`config.mk`:
```
export PLATFORM = sky130hd
export DESIGN_NAME = dac_cmd_seq_flat
export DESIGN_NICKNAME = d
export VERILOG_FILES = /design/src/rtl/dac_cmd_seq_if.sv /design/src/rtl/dac_cmd_seq.sv /design/src/flat_wrapper.sv
export SDC_FILE = /design/constraint.sdc
export NUM_CORES = 1
export LEC_CHECK = 0
export BUFFER_PORTS_ARGS = -buffer_cell sky130_fd_sc_hd__buf_4
export CAP_MARGIN = 20
export CELL_PAD_IN_SITES_DETAIL_PLACEMENT = 1
export CELL_PAD_IN_SITES_GLOBAL_PLACEMENT = 1
export CORE_MARGIN = 4
export CORE_UTILIZATION = 43
export CTS_BUF_LIST = sky130_fd_sc_hd__clkbuf_16
export DETAILED_ROUTE_END_ITERATION = 12
export PLACE_DENSITY = 0.88
export SYNTH_ARGS = -nofsm -noshare
export SYNTH_HDL_FRONTEND = slang
export SYNTH_SLANG_ARGS = --single-unit
```
`constraint.sdc`:
```
create_clock -name clk -period 1.88 [get_ports clk]
set_input_delay 0.094 -clock clk [delete_from_list [all_inputs] [get_ports clk]]
set_output_delay 0.094 -clock clk [all_outputs]
set_load 0.02 [all_outputs]
```
`src/rtl/dac_cmd_seq_if.sv`:
```
// SPI frame handshake between the DAC command sequencer and its spi_master.
// master: sequencer side (arms frames), slave: spi_master side (reports completion).
interface dac_cmd_seq_if #(
    parameter int unsigned WID = 24
);
    logic           spi_arm;
    logic           spi_finished;
    logic [WID-1:0] spi_to_slave;
    logic [WID-1:0] spi_from_slave;

    modport master (
        output spi_arm,
        output spi_to_slave,
        input  spi_finished,
        input  spi_from_slave
    );

    modport slave (
        input  spi_arm,
        input  spi_to_slave,
        output spi_finished,
        output spi_from_slave
    );
endinterface

```
`src/rtl/dac_cmd_seq.sv`:
```
// Command sequencer for a 24-bit-frame SPI DAC: initialises and verifies the control
// register, then serves setpoint writes (priority) and setpoint readbacks.
module dac_cmd_seq #(
    parameter int unsigned          WID       = 24,
    parameter int unsigned          DATA_WID  = 20,
    parameter logic [DATA_WID-1:0]  CTRL_INIT = DATA_WID'(20'h00012),
    parameter int unsigned          GAP_CYC   = 2
) (
    input  logic                clk,
    input  logic                rst_L,
    dac_cmd_seq_if.master       spi,
    input  logic                wr_req,
    input  logic [DATA_WID-1:0] wr_data,
    output logic                wr_ack,
    input  logic                rd_req,
    output logic                rd_valid,
    output logic [DATA_WID-1:0] rd_data,
    output logic                init_done,
    output logic                init_err
);

    localparam int unsigned CMD_W = 4;
    localparam int unsigned CNT_W = (GAP_CYC < 2) ? 1 : $clog2(GAP_CYC + 1);

    localparam logic [CMD_W-1:0] CMD_NOP     = 4'b0000;
    localparam logic [CMD_W-1:0] CMD_WR_DAC  = 4'b0001;
    localparam logic [CMD_W-1:0] CMD_WR_CTRL = 4'b0010;
    localparam logic [CMD_W-1:0] CMD_RD_DAC  = 4'b1001;
    localparam logic [CMD_W-1:0] CMD_RD_CTRL = 4'b1010;

    typedef enum logic [2:0] {
        S_INIT_WR,
        S_INIT_RD,
        S_INIT_NOP,
        S_IDLE,
        S_WR,
        S_RD,
        S_RD_NOP,
        S_HALT
    } state_e;

    // Per-frame handshake phase; PH_START is also the resting phase outside frame states.
    typedef enum logic [1:0] {
        PH_START,
        PH_BUSY,
        PH_DROP,
        PH_GAP
    } phase_e;

    state_e              state_q,     state_d;
    phase_e              phase_q,     phase_d;
    logic [CNT_W-1:0]    gap_cnt_q,   gap_cnt_d;
    logic                arm_q,       arm_d;
    logic [WID-1:0]      tx_q,        tx_d;
    logic [WID-1:0]      rx_q,        rx_d;
    logic [DATA_WID-1:0] wdata_q,     wdata_d;
    logic                retry_q,     retry_d;
    logic                wr_ack_q,    wr_ack_d;
    logic                rd_valid_q,  rd_valid_d;
    logic [DATA_WID-1:0] rd_data_q,   rd_data_d;
    logic                init_done_q, init_done_d;
    logic                init_err_q,  init_err_d;

    logic                frame_state;
    logic                frame_done;
    logic [WID-1:0]      frame_word;
    logic [CMD_W-1:0]    rx_hdr;
    logic [DATA_WID-1:0] rx_payload;

    assign rx_hdr     = rx_q[WID-1 -: CMD_W];
    assign rx_payload = rx_q[DATA_WID-1:0];

    // Frame to launch for the current sequencer state.
    always_comb begin
        frame_state = 1'b1;
        frame_word  = {CMD_NOP, DATA_WID'(0)};
        case (state_q)
            S_INIT_WR:  frame_word = {CMD_WR_CTRL, CTRL_INIT};
            S_INIT_RD:  frame_word = {CMD_RD_CTRL, DATA_WID'(0)};
            S_INIT_NOP: frame_word = {CMD_NOP,     DATA_WID'(0)};
            S_WR:       frame_word = {CMD_WR_DAC,  wdata_q};
            S_RD:       frame_word = {CMD_RD_DAC,  DATA_WID'(0)};
            S_RD_NOP:   frame_word = {CMD_NOP,     DATA_WID'(0)};
            default:    frame_state = 1'b0;
        endcase
    end

    always_comb begin
        state_d     = state_q;
        phase_d     = phase_q;
        gap_cnt_d   = gap_cnt_q;
        arm_d       = arm_q;
        tx_d        = tx_q;
        rx_d        = rx_q;
        wdata_d     = wdata_q;
        retry_d     = retry_q;
        wr_ack_d    = 1'b0;
        rd_valid_d  = 1'b0;
        rd_data_d   = rd_data_q;
        init_done_d = init_done_q;
        init_err_d  = init_err_q;
        frame_done  = 1'b0;

        // Frame handshake: arm, wait finished, drop arm, wait finished low, then idle gap.
        case (phase_q)
            PH_START: begin
                if (frame_state) begin
                    arm_d   = 1'b1;
                    tx_d    = frame_word;
                    phase_d = PH_BUSY;
                end
            end
            PH_BUSY: begin
                if (spi.spi_finished) begin
                    rx_d    = spi.spi_from_slave;
                    arm_d   = 1'b0;
                    phase_d = PH_DROP;
                end
            end
            PH_DROP: begin
                if (!spi.spi_finished) begin
                    if (GAP_CYC == 0) begin
                        frame_done = 1'b1;
                    end else begin
                        phase_d   = PH_GAP;
                        gap_cnt_d = CNT_W'(0);
                    end
                end
            end
            PH_GAP: begin
                gap_cnt_d = gap_cnt_q + CNT_W'(1);
                if ((32'(gap_cnt_q) + 32'd1) >= GAP_CYC) begin
                    frame_done = 1'b1;
                end
            end
            default: phase_d = PH_START;
        endcase

        if (frame_done) begin
            phase_d = PH_START;
        end

        case (state_q)
            S_INIT_WR: if (frame_done) state_d = S_INIT_RD;
            S_INIT_RD: if (frame_done) state_d = S_INIT_NOP;
            S_INIT_NOP: begin
                if (frame_done) begin
                    if (rx_hdr == CMD_RD_CTRL && rx_payload == CTRL_INIT) begin
                        init_done_d = 1'b1;
                        state_d     = S_IDLE;
                    end else begin
                        init_err_d = 1'b1;
                        state_d    = S_HALT;
                    end
                end
            end
            S_IDLE: begin
                if (wr_req) begin
                    wr_ack_d = 1'b1;
                    wdata_d  = wr_data;
                    state_d  = S_WR;
                end else if (rd_req) begin
                    retry_d = 1'b0;
                    state_d = S_RD;
                end
            end
            S_WR: if (frame_done) state_d = S_IDLE;
            S_RD: if (frame_done) state_d = S_RD_NOP;
            S_RD_NOP: begin
                if (frame_done) begin
                    if (rx_hdr == CMD_RD_DAC) begin
                        rd_valid_d = 1'b1;
                        rd_data_d  = rx_payload;
                        state_d    = S_IDLE;
                    end else if (!retry_q) begin
                        retry_d = 1'b1;
                        state_d = S_RD;
                    end else begin
                        init_err_d  = 1'b1;
                        init_done_d = 1'b0;
                        state_d     = S_HALT;
                    end
                end
            end
            S_HALT:  state_d = S_HALT;
            default: state_d = S_HALT;
        endcase
    end

    always_ff @(posedge clk or negedge rst_L) begin
        if (!rst_L) begin
            state_q     <= S_INIT_WR;
            phase_q     <= PH_START;
            gap_cnt_q   <= '0;
            arm_q       <= 1'b0;
            tx_q        <= '0;
            rx_q        <= '0;
            wdata_q     <= '0;
            retry_q     <= 1'b0;
            wr_ack_q    <= 1'b0;
            rd_valid_q  <= 1'b0;
            rd_data_q   <= '0;
            init_done_q <= 1'b0;
            init_err_q  <= 1'b0;
        end else begin
            state_q     <= state_d;
            phase_q     <= phase_d;
            gap_cnt_q   <= gap_cnt_d;
            arm_q       <= arm_d;
            tx_q        <= tx_d;
            rx_q        <= rx_d;
            wdata_q     <= wdata_d;
            retry_q     <= retry_d;
            wr_ack_q    <= wr_ack_d;
            rd_valid_q  <= rd_valid_d;
            rd_data_q   <= rd_data_d;
            init_done_q <= init_done_d;
            init_err_q  <= init_err_d;
        end
    end

    assign spi.spi_arm      = arm_q;
    assign spi.spi_to_slave = tx_q;
    assign wr_ack           = wr_ack_q;
    assign rd_valid         = rd_valid_q;
    assign rd_data          = rd_data_q;
    assign init_done        = init_done_q;
    assign init_err         = init_err_q;

endmodule
```
`src/flat_wrapper.sv`:
```
// flat-port wrapper written by rule: the top's interface ports become plain ports
module dac_cmd_seq_flat 
#(
    parameter int unsigned          WID       = 24,
    parameter int unsigned          DATA_WID  = 20,
    parameter logic [DATA_WID-1:0]  CTRL_INIT = DATA_WID'(20'h00012),
    parameter int unsigned          GAP_CYC   = 2
)
  (clk, rst_L, wr_req, wr_data, wr_ack, rd_req, rd_valid, rd_data, init_done, init_err, spi_spi_arm, spi_spi_to_slave, spi_spi_finished, spi_spi_from_slave);
  dac_cmd_seq_if #(.WID(WID)) spi_i ();
  input  logic clk;
  input  logic rst_L;
  input  logic wr_req;
  input  logic [DATA_WID-1:0] wr_data;
  output logic wr_ack;
  input  logic rd_req;
  output logic rd_valid;
  output logic [DATA_WID-1:0] rd_data;
  output logic init_done;
  output logic init_err;
  output wire logic [$bits(spi_i.spi_arm)-1:0] spi_spi_arm;
  output wire logic [$bits(spi_i.spi_to_slave)-1:0] spi_spi_to_slave;
  input wire logic [$bits(spi_i.spi_finished)-1:0] spi_spi_finished;
  input wire logic [$bits(spi_i.spi_from_slave)-1:0] spi_spi_from_slave;
  assign spi_spi_arm = spi_i.spi_arm;
  assign spi_spi_to_slave = spi_i.spi_to_slave;
  assign spi_i.spi_finished = spi_spi_finished;
  assign spi_i.spi_from_slave = spi_spi_from_slave;
  dac_cmd_seq #(.WID(WID), .DATA_WID(DATA_WID), .CTRL_INIT(CTRL_INIT), .GAP_CYC(GAP_CYC)) u_core (.clk(clk), .rst_L(rst_L), .spi(spi_i), .wr_req(wr_req), .wr_data(wr_data), .wr_ack(wr_ack), .rd_req(rd_req), .rd_valid(rd_valid), .rd_data(rd_data), .init_done(init_done), .init_err(init_err));
endmodule
```
Yosys cells after proc, flatten, opt, wreduce, memory -nomap -nowiden
Cells that the tools add are included.
{ "op_classes": {"mux": 48, "n_eq_ne": 32, "n_addsub": 2, "magnitude_cmp": 1, "reduce_logical": 20} }
{ "op_table": {"columns": ["operator", "count"], "rows": [
  ["24-bit one-hot mux with 4 select lines", 1],
  ["32-bit by 2-bit greater-or-equal comparator with 1-bit output (second input constant)", 1],
  ["3-bit 2-to-1 mux", 10],
  ["1-bit 2-to-1 mux", 24],
  ["3-bit one-hot mux with 8 select lines", 1],
  ["20-bit by 5-bit == test with 1-bit output (second input constant)", 1],
  ["2-bit by 1-bit inequality test with 1-bit output (second input constant)", 9],
  ["3-bit == test (second input constant)", 4],
  ["2-bit 2-to-1 mux", 6],
  ["2-bit inequality test (second input constant)", 6],
  ["6-bit AND reduction", 2],
  ["4-bit == test (second input constant)", 2],
  ["1-bit one-hot mux with 2 select lines", 4],
  ["2-bit AND reduction", 4],
  ["2-bit nonzero test", 4],
  ["7-bit AND reduction", 1],
  ["3-bit by 2-bit == test with 1-bit output (second input constant)", 2],
  ["3-bit by 2-bit inequality test with 1-bit output (second input constant)", 2],
  ["2-bit one-hot mux with 3 select lines", 1],
  ["3-bit AND reduction", 2],
  ["6-bit OR reduction", 1],
  ["5-bit AND reduction", 1],
  ["2-bit == test (second input constant)", 2],
  ["2-bit one-hot mux with 2 select lines", 1],
  ["11 further kinds", 11]
]} }
{ "word_totals": {"inputBits": 49, "register_bits": 101} }

Logic depth before layout (Yosys ltp)
{ "depth": {"depth_word": 6, "depth_mapped": 7, "depth_no_buf": 6} }

Least setup slack after synthesis
OpenSTA, ideal clock, no wires.
{ "synth_path": {"path_kind": "reg-to-reg", "from": "register u_core.phase_q[0]", "to": "register u_core.tx_q[0] (netlist: u_core.spi.spi_to_slave[0])", "stages_incl_launch_ff": 8, "path_slack_ps": 254, "setup_ps": 66, "required_time_ps": 1814, "arrival_time_ps": 1560, "path_buffers": 2, "path_cell_list": "dfrtp_1 inv_1 ha_1 nor3b_1 and2_1 buf_2 buf_2 a22o_1"} }
{ "synth_between": {"elab_chain_cells": 2} }
{ "synth_rtl": {"columns": ["item", "line", "rtl"], "rows": [
  ["start: declaration", "dac_cmd_seq.sv:51", "phase_e phase_q, phase_d;"],
  ["start signal: assignment", "dac_cmd_seq.sv:207", "phase_q <= phase_d;"],
  ["2-bit logical NOT", "dac_cmd_seq.sv:105", "case (phase_q)"],
  ["2-bit AND reduction (no source line)", null, null],
  ["end signal: assignment", "dac_cmd_seq.sv:210", "tx_q <= tx_d;"],
  ["end: declaration", "dac_cmd_seq.sv:54", "logic [WID-1:0] tx_q, tx_d;"]
]} }
No other way between the ends.
A chain may end at the register's enable or synchronous reset.

Worst setup path after layout
{ "layout_path": {"from": "register u_core.rx_q[17]", "to": "register u_core.init_err_q (netlist: u_core.init_err)"} }
{ "layout_between": {"elab_chain_cells": 4} }
{ "layout_rtl": {"columns": ["item", "line", "rtl"], "rows": [
  ["start: declaration", "dac_cmd_seq.sv:55", "logic [WID-1:0] rx_q, rx_d;"],
  ["start signal: assignment", "dac_cmd_seq.sv:211", "rx_q <= rx_d;"],
  ["20-bit by 5-bit == test with 1-bit output", "dac_cmd_seq.sv:148", "if (rx_hdr == CMD_RD_CTRL && rx_payload == CTRL_INIT) begin"],
  ["1-bit logical AND", "dac_cmd_seq.sv:148", null],
  ["2-bit inequality test (no source line)", null, null],
  ["6-bit AND reduction (no source line)", null, null],
  ["end signal: assignment", "dac_cmd_seq.sv:218", "init_err_q <= init_err_d;"],
  ["end: declaration", "dac_cmd_seq.sv:62", "logic init_err_q, init_err_d;"]
]} }
No other way between the ends.

==> impl_metrics.prom <==
# TYPE chip_impl_metric gauge
chip_impl_metric{name="vias_in_the_first_global_route",unit=""} 3283
chip_impl_metric{name="drtIter0Drc",unit=""} 66
chip_impl_metric{name="timing_hold_violations_final",unit=""} 0
chip_impl_metric{name="io_pins",unit=""} 98
chip_impl_metric{name="antenna_cells_inserted",unit=""} 0
chip_impl_info{name="synth_top_cells_by_area",value="sky130_fd_sc_hd__dfrtp_1, sky130_fd_sc_hd__mux2_2, sky130_fd_sc_hd__a22o_1"} 1
chip_impl_metric{name="period_minus_slack",unit="ns"} 1.85
chip_impl_metric{name="final.setup.tns",unit="ns"} 0
chip_impl_metric{name="finalWirelength",unit="um"} 11000
chip_impl_metric{name="antenna_found_initial",unit=""} 0
chip_impl_metric{name="cts.clk_slew.worst_paths",unit="ns"} 0.07
chip_impl_info{name="cts_tree",value="done"} 1
chip_impl_metric{name="multiInputGateArea",unit="mm^2"} 0.00142
chip_impl_metric{name="mappedNetlistNets",unit=""} 338
chip_impl_info{name="path_cells",value="nor4_2 -> nand4_1 -> or4_1 -> a31o_1"} 1
chip_impl_metric{name="fin_skew",unit="ns"} 0.0116
chip_impl_metric{name="drv.max_cap_violation_count",unit=""} 0
chip_impl_metric{name="share_clk_of_total_power",unit="%"} 41.8
chip_impl_metric{name="n_fill_cell",unit=""} 888
chip_impl_metric{name="dr.pass1.iters",unit=""} 4
chip_impl_metric{name="power.leakage",unit="nW"} 2.96
chip_impl_metric{name="finalCritPeriodShare",unit="%"} 98.2
chip_impl_metric{name="num-nets-final",unit=""} 487
chip_impl_metric{name="setup_slack_of_the_most_critical_reg_to_reg_path",unit="ns"} 0.03
chip_impl_metric{name="worst-slew-pin-transition",unit="ns"} 0.486
chip_impl_metric{name="floorplan.rows",unit=""} 35
chip_impl_metric{name="arrival",unit="ns"} 2.07
chip_impl_metric{name="critical_path_required",unit="ns"} 2.10
chip_impl_metric{name="synthesis.yosys.warnings",unit=""} 0
chip_impl_info{name="setup.worst_path.class",value="reg2reg"} 1
chip_impl_info{name="synth_largest_area_cell",value="sky130_fd_sc_hd__dfrtp_1"} 1
chip_impl_metric{name="grtUsageTotal",unit="%"} 20.6
chip_impl_metric{name="p_sw_share",unit="%"} 21.9
chip_impl_metric{name="synth-seq-cells",unit=""} 100
chip_impl_metric{name="grt_first_pass_wirelength",unit="um"} 17900
chip_impl_info{name="yosysMostFrequentCell",value="sky130_fd_sc_hd__dfrtp_1"} 1
chip_impl_metric{name="die-area",unit="mm^2"} 0.0110
chip_impl_metric{name="post_synth_num_cell_types",unit=""} 37
chip_impl_metric{name="worstHoldPathCells",unit=""} 2
chip_impl_metric{name="drc",unit=""} 0
chip_impl_metric{name="timing.final.max_slew_violations",unit=""} 0
chip_impl_metric{name="floorplan.initialDensity",unit="%"} 43.9
chip_impl_info{name="synthTopCellsByCount",value="sky130_fd_sc_hd__dfrtp_1, sky130_fd_sc_hd__mux2_2, sky130_fd_sc_hd__a22o_1, sky130_fd_sc_hd__nand2_1"} 1
chip_impl_metric{name="area_share_of_the_largest_cell_type_after_synthesis",unit="%"} 62.3
chip_impl_metric{name="fmax",unit="MHz"} 542
chip_impl_metric{name="htree_levels",unit=""} 3
chip_impl_metric{name="dr_total_vias",unit=""} 2883
chip_impl_info{name="hold_class",value="in2reg"} 1
chip_impl_metric{name="cts_buffers",unit=""} 9
chip_impl_metric{name="timing.reg2reg.worst_path_depth",unit=""} 4
chip_impl_metric{name="synth_async_sr_flop_share",unit="%"} 100
chip_impl_metric{name="worst-path-max-fanout",unit=""} 3
chip_impl_info{name="worstSetupStartpointType",value="register"} 1
chip_impl_info{name="clock-root-buffer",value="sky130_fd_sc_hd__clkbuf_16"} 1
chip_impl_metric{name="die_width",unit="um"} 105
chip_impl_metric{name="power_per_cell_area",unit="mW/mm^2"} 714
chip_impl_metric{name="global_route.overflow_total",unit=""} 0
chip_impl_metric{name="die_height",unit="um"} 105
chip_impl_metric{name="layout-drive-gt1-share",unit="%"} 44.5
chip_impl_metric{name="mappedNetlistArea",unit="mm^2"} 0.00402
chip_impl_metric{name="slew_headroom",unit="%"} 67.1
chip_impl_info{name="yosys_most_used_dff",value="sky130_fd_sc_hd__dfrtp_1"} 1
chip_impl_info{name="worst_setup_path_startpoint",value="u_core.rx_q[17]$_DFFE_PN0P_"} 1
chip_impl_info{name="rr_endpoint",value="u_core.init_err$_DFFE_PN0P_"} 1
chip_impl_info{name="crit_path_end",value="u_core.init_err$_DFFE_PN0P_"} 1
chip_impl_metric{name="syn_avg_cell_area",unit="um^2"} 14.2
chip_impl_metric{name="cpPeakStageDelay",unit="ns"} 0.51
chip_impl_metric{name="post_drt_wl_per_cell",unit="um"} 20.0
chip_impl_metric{name="vdd_ir_drop_max",unit="mV"} 0.415
chip_impl_info{name="run_status",value="completed"} 1
chip_impl_metric{name="seq_power_share",unit="%"} 53.0
chip_impl_info{name="timing.rr.start",value="u_core.rx_q[17]$_DFFE_PN0P_"} 1
chip_impl_metric{name="grt_max_degree",unit=""} 44
chip_impl_metric{name="clock_path_buffers",unit=""} 2
chip_impl_metric{name="syn-instance-count",unit=""} 284
chip_impl_metric{name="clkLatencyLatePin",unit="ns"} 0.34
chip_impl_metric{name="synth_enable_flop_cells",unit=""} 0
chip_impl_metric{name="totalPowerFinal",unit="mW"} 4.06
chip_impl_metric{name="seq_area",unit="mm^2"} 0.00250
chip_impl_metric{name="final_core_util",unit="%"} 62.0
chip_impl_metric{name="fp.coreArea",unit="mm^2"} 0.00915
chip_impl_metric{name="setup_viol",unit=""} 0
chip_impl_metric{name="routabilityCongestion",unit=""} 0.732
chip_impl_metric{name="internal_power",unit="mW"} 3.17
chip_impl_metric{name="hpwlAfterDp",unit="um"} 7110
chip_impl_metric{name="cts_num_sinks",unit=""} 100
chip_impl_metric{name="avgViaCountPerCell",unit=""} 5.25
chip_impl_metric{name="combinationalPowerShare",unit="%"} 5.2
chip_impl_metric{name="seq_area_frac_synth",unit="%"} 62.3
chip_impl_info{name="critical_path.endpoint_type",value="register"} 1
chip_impl_metric{name="port_buffers",unit=""} 96
chip_impl_metric{name="total_switching_power",unit="mW"} 0.886
chip_impl_info{name="slowest_cp_cell",value="sky130_fd_sc_hd__or4_1"} 1
chip_impl_metric{name="number_of_nets_with_antenna_violations_after_routing",unit=""} 0
chip_impl_metric{name="areaGrowthSynthToFinish",unit="%"} 41.3
-- power by group through the flow --
stage	Combinational, mW	Clock (mW)	Sequential [mW]
after floorplan	0.00661	0	2.19
after global placement	0.131	0	2.19
after detailed placement	0.135	0	2.19
after CTS	0.208	1.72	2.15
after global routing	0.229	1.84	2.15
final	0.210	1.70	2.15
-- state kept, by name, summed over array words and instances (netlist names) --
register                 flops
u_core.wdata_q              20
u_core.rd_data              20
u_core.state_q               3
u_core.retry_q               1
u_core.init_err              1
u_core.wr_ack                1
u_core.phase_q               2
u_core.init_done             1
u_core.spi.spi_arm           1
u_core.rd_valid              1
u_core.spi.spi_to_slave     23
u_core.gap_cnt_q             2
u_core.rx_q                 24
-- per-layer routing --
layer / routed length (um) / GRT usage [%] / up-vias / part of all wire (%)
li1: - / - / 1314 / -
met1: 4520 / 24.7 / 1465 / 41
met2: 5840 / 36.7 / 89 / 53
met3: 488 / 5.19 / 15 / 4.4
met4: 144 / 6.00 / 0 / 1.3
met5: 0 / 0 / - / 0
-- worst min path at each step --
stage | slack [ns] | from | to
detailed placement | 0.08 | rst_L | u_core.spi.spi_to_slave[8]$_DFFE_PN0P_
finish | 0.02 | spi_spi_from_slave[20] | u_core.rx_q[20]$_DFFE_PN0P_
floorplan | -0.20 | rst_L | u_core.gap_cnt_q[0]$_DFFE_PN0P_
CTS | 0.0002 | spi_spi_from_slave[23] | u_core.rx_q[23]$_DFFE_PN0P_
global route | 0.007 | spi_spi_from_slave[14] | u_core.rx_q[14]$_DFFE_PN0P_
global placement | 0.08 | rst_L | u_core.spi.spi_to_slave[8]$_DFFE_PN0P_
-- logic make-up (layout without fill, tap and decap cells) --
kind of cell	after synthesis	in the layout	share of synthesized area, %
AO/OA/AOI/OAI	45	45	8.56
adder cells (fa/ha/maj)	5	5	1.56
buffers and inverters	25	179	2.77
flip-flops	100	100	62.3
multiplexers	65	65	18.2
other	1	1	0.0933
AND/OR/NAND/NOR	43	43	6.57
-- placed cells by master, fill, tap and decap left out, drive strengths merged, types with 2 or more instances in the layout --
cell | netlist | routed
nand3 | 3 | 3
a22o | 21 | 21
nand2 | 13 | 13
nor4 | 2 | 2
clkinvlp | 0 | 2
a31o | 2 | 2
mux2 | 64 | 64
nand4 | 2 | 2
o21ai | 10 | 10
clkbuf | 2 | 9
nor2 | 8 | 8
ha | 5 | 5
dfrtp | 100 | 100
nor4b | 4 | 4
buf | 12 | 109
o2bb2ai | 2 | 2
nand2b | 3 | 3
dlygate4sd3 | 0 | 43
inv | 11 | 12
a21oi | 4 | 4
clkinv | 0 | 4
nor2b | 2 | 2
-- per-stage QoR --
| step | cells | setup WS [ns] | hold WS (ns) | cell area [um^2] |
|---|---|---|---|---|
| after floorplan | 284 | 0.254 | -0.202 | 4020 |
| after global placement | 489 | 0.155 | 0.0770 | 4950 |
| after global routing | 549 | -0.0141 | 0.00657 | 5680 |
| final | 549 | 0.0345 | 0.0154 | 5680 |
| after detailed placement | 489 | 0.0608 | 0.0830 | 4950 |
| after CTS | 547 | 0.0455 | 0.000220 | 5640 |
-- critical path: cells and delay by family (launching register included) --
| kind | cells | cell delay (ns) |
|---|---|---|
| simple gates | 3 | 1.07 |
| compound gates | 1 | 0.23 |
| flops | 1 | 0.42 |
-- final cells by class --
| class | instances | share of cell area, % |
|---|---|---|
| inverters | 11 | 0.727 |
| repair buffers | 152 | 22.9 |
| clock inverters | 7 | 0.793 |
| clock buffers | 9 | 3.97 |
| multi-input cells | 159 | 25.1 |
| well taps | 111 | 2.45 |
| flip-flops and latches | 100 | 44.1 |
-- timing repair --
| action | CTS | global route |
|---|---|---|
| setup buffers | 0 | 1 |
| hold endpoints to repair | 76 | 1 |
| hold buffers | 42 | 1 |
| resized for setup | 0 | 3 |
| endpoints found under the setup margin | 0 | 18 |
No activity file was read; power rests on OpenSTA's default activity.
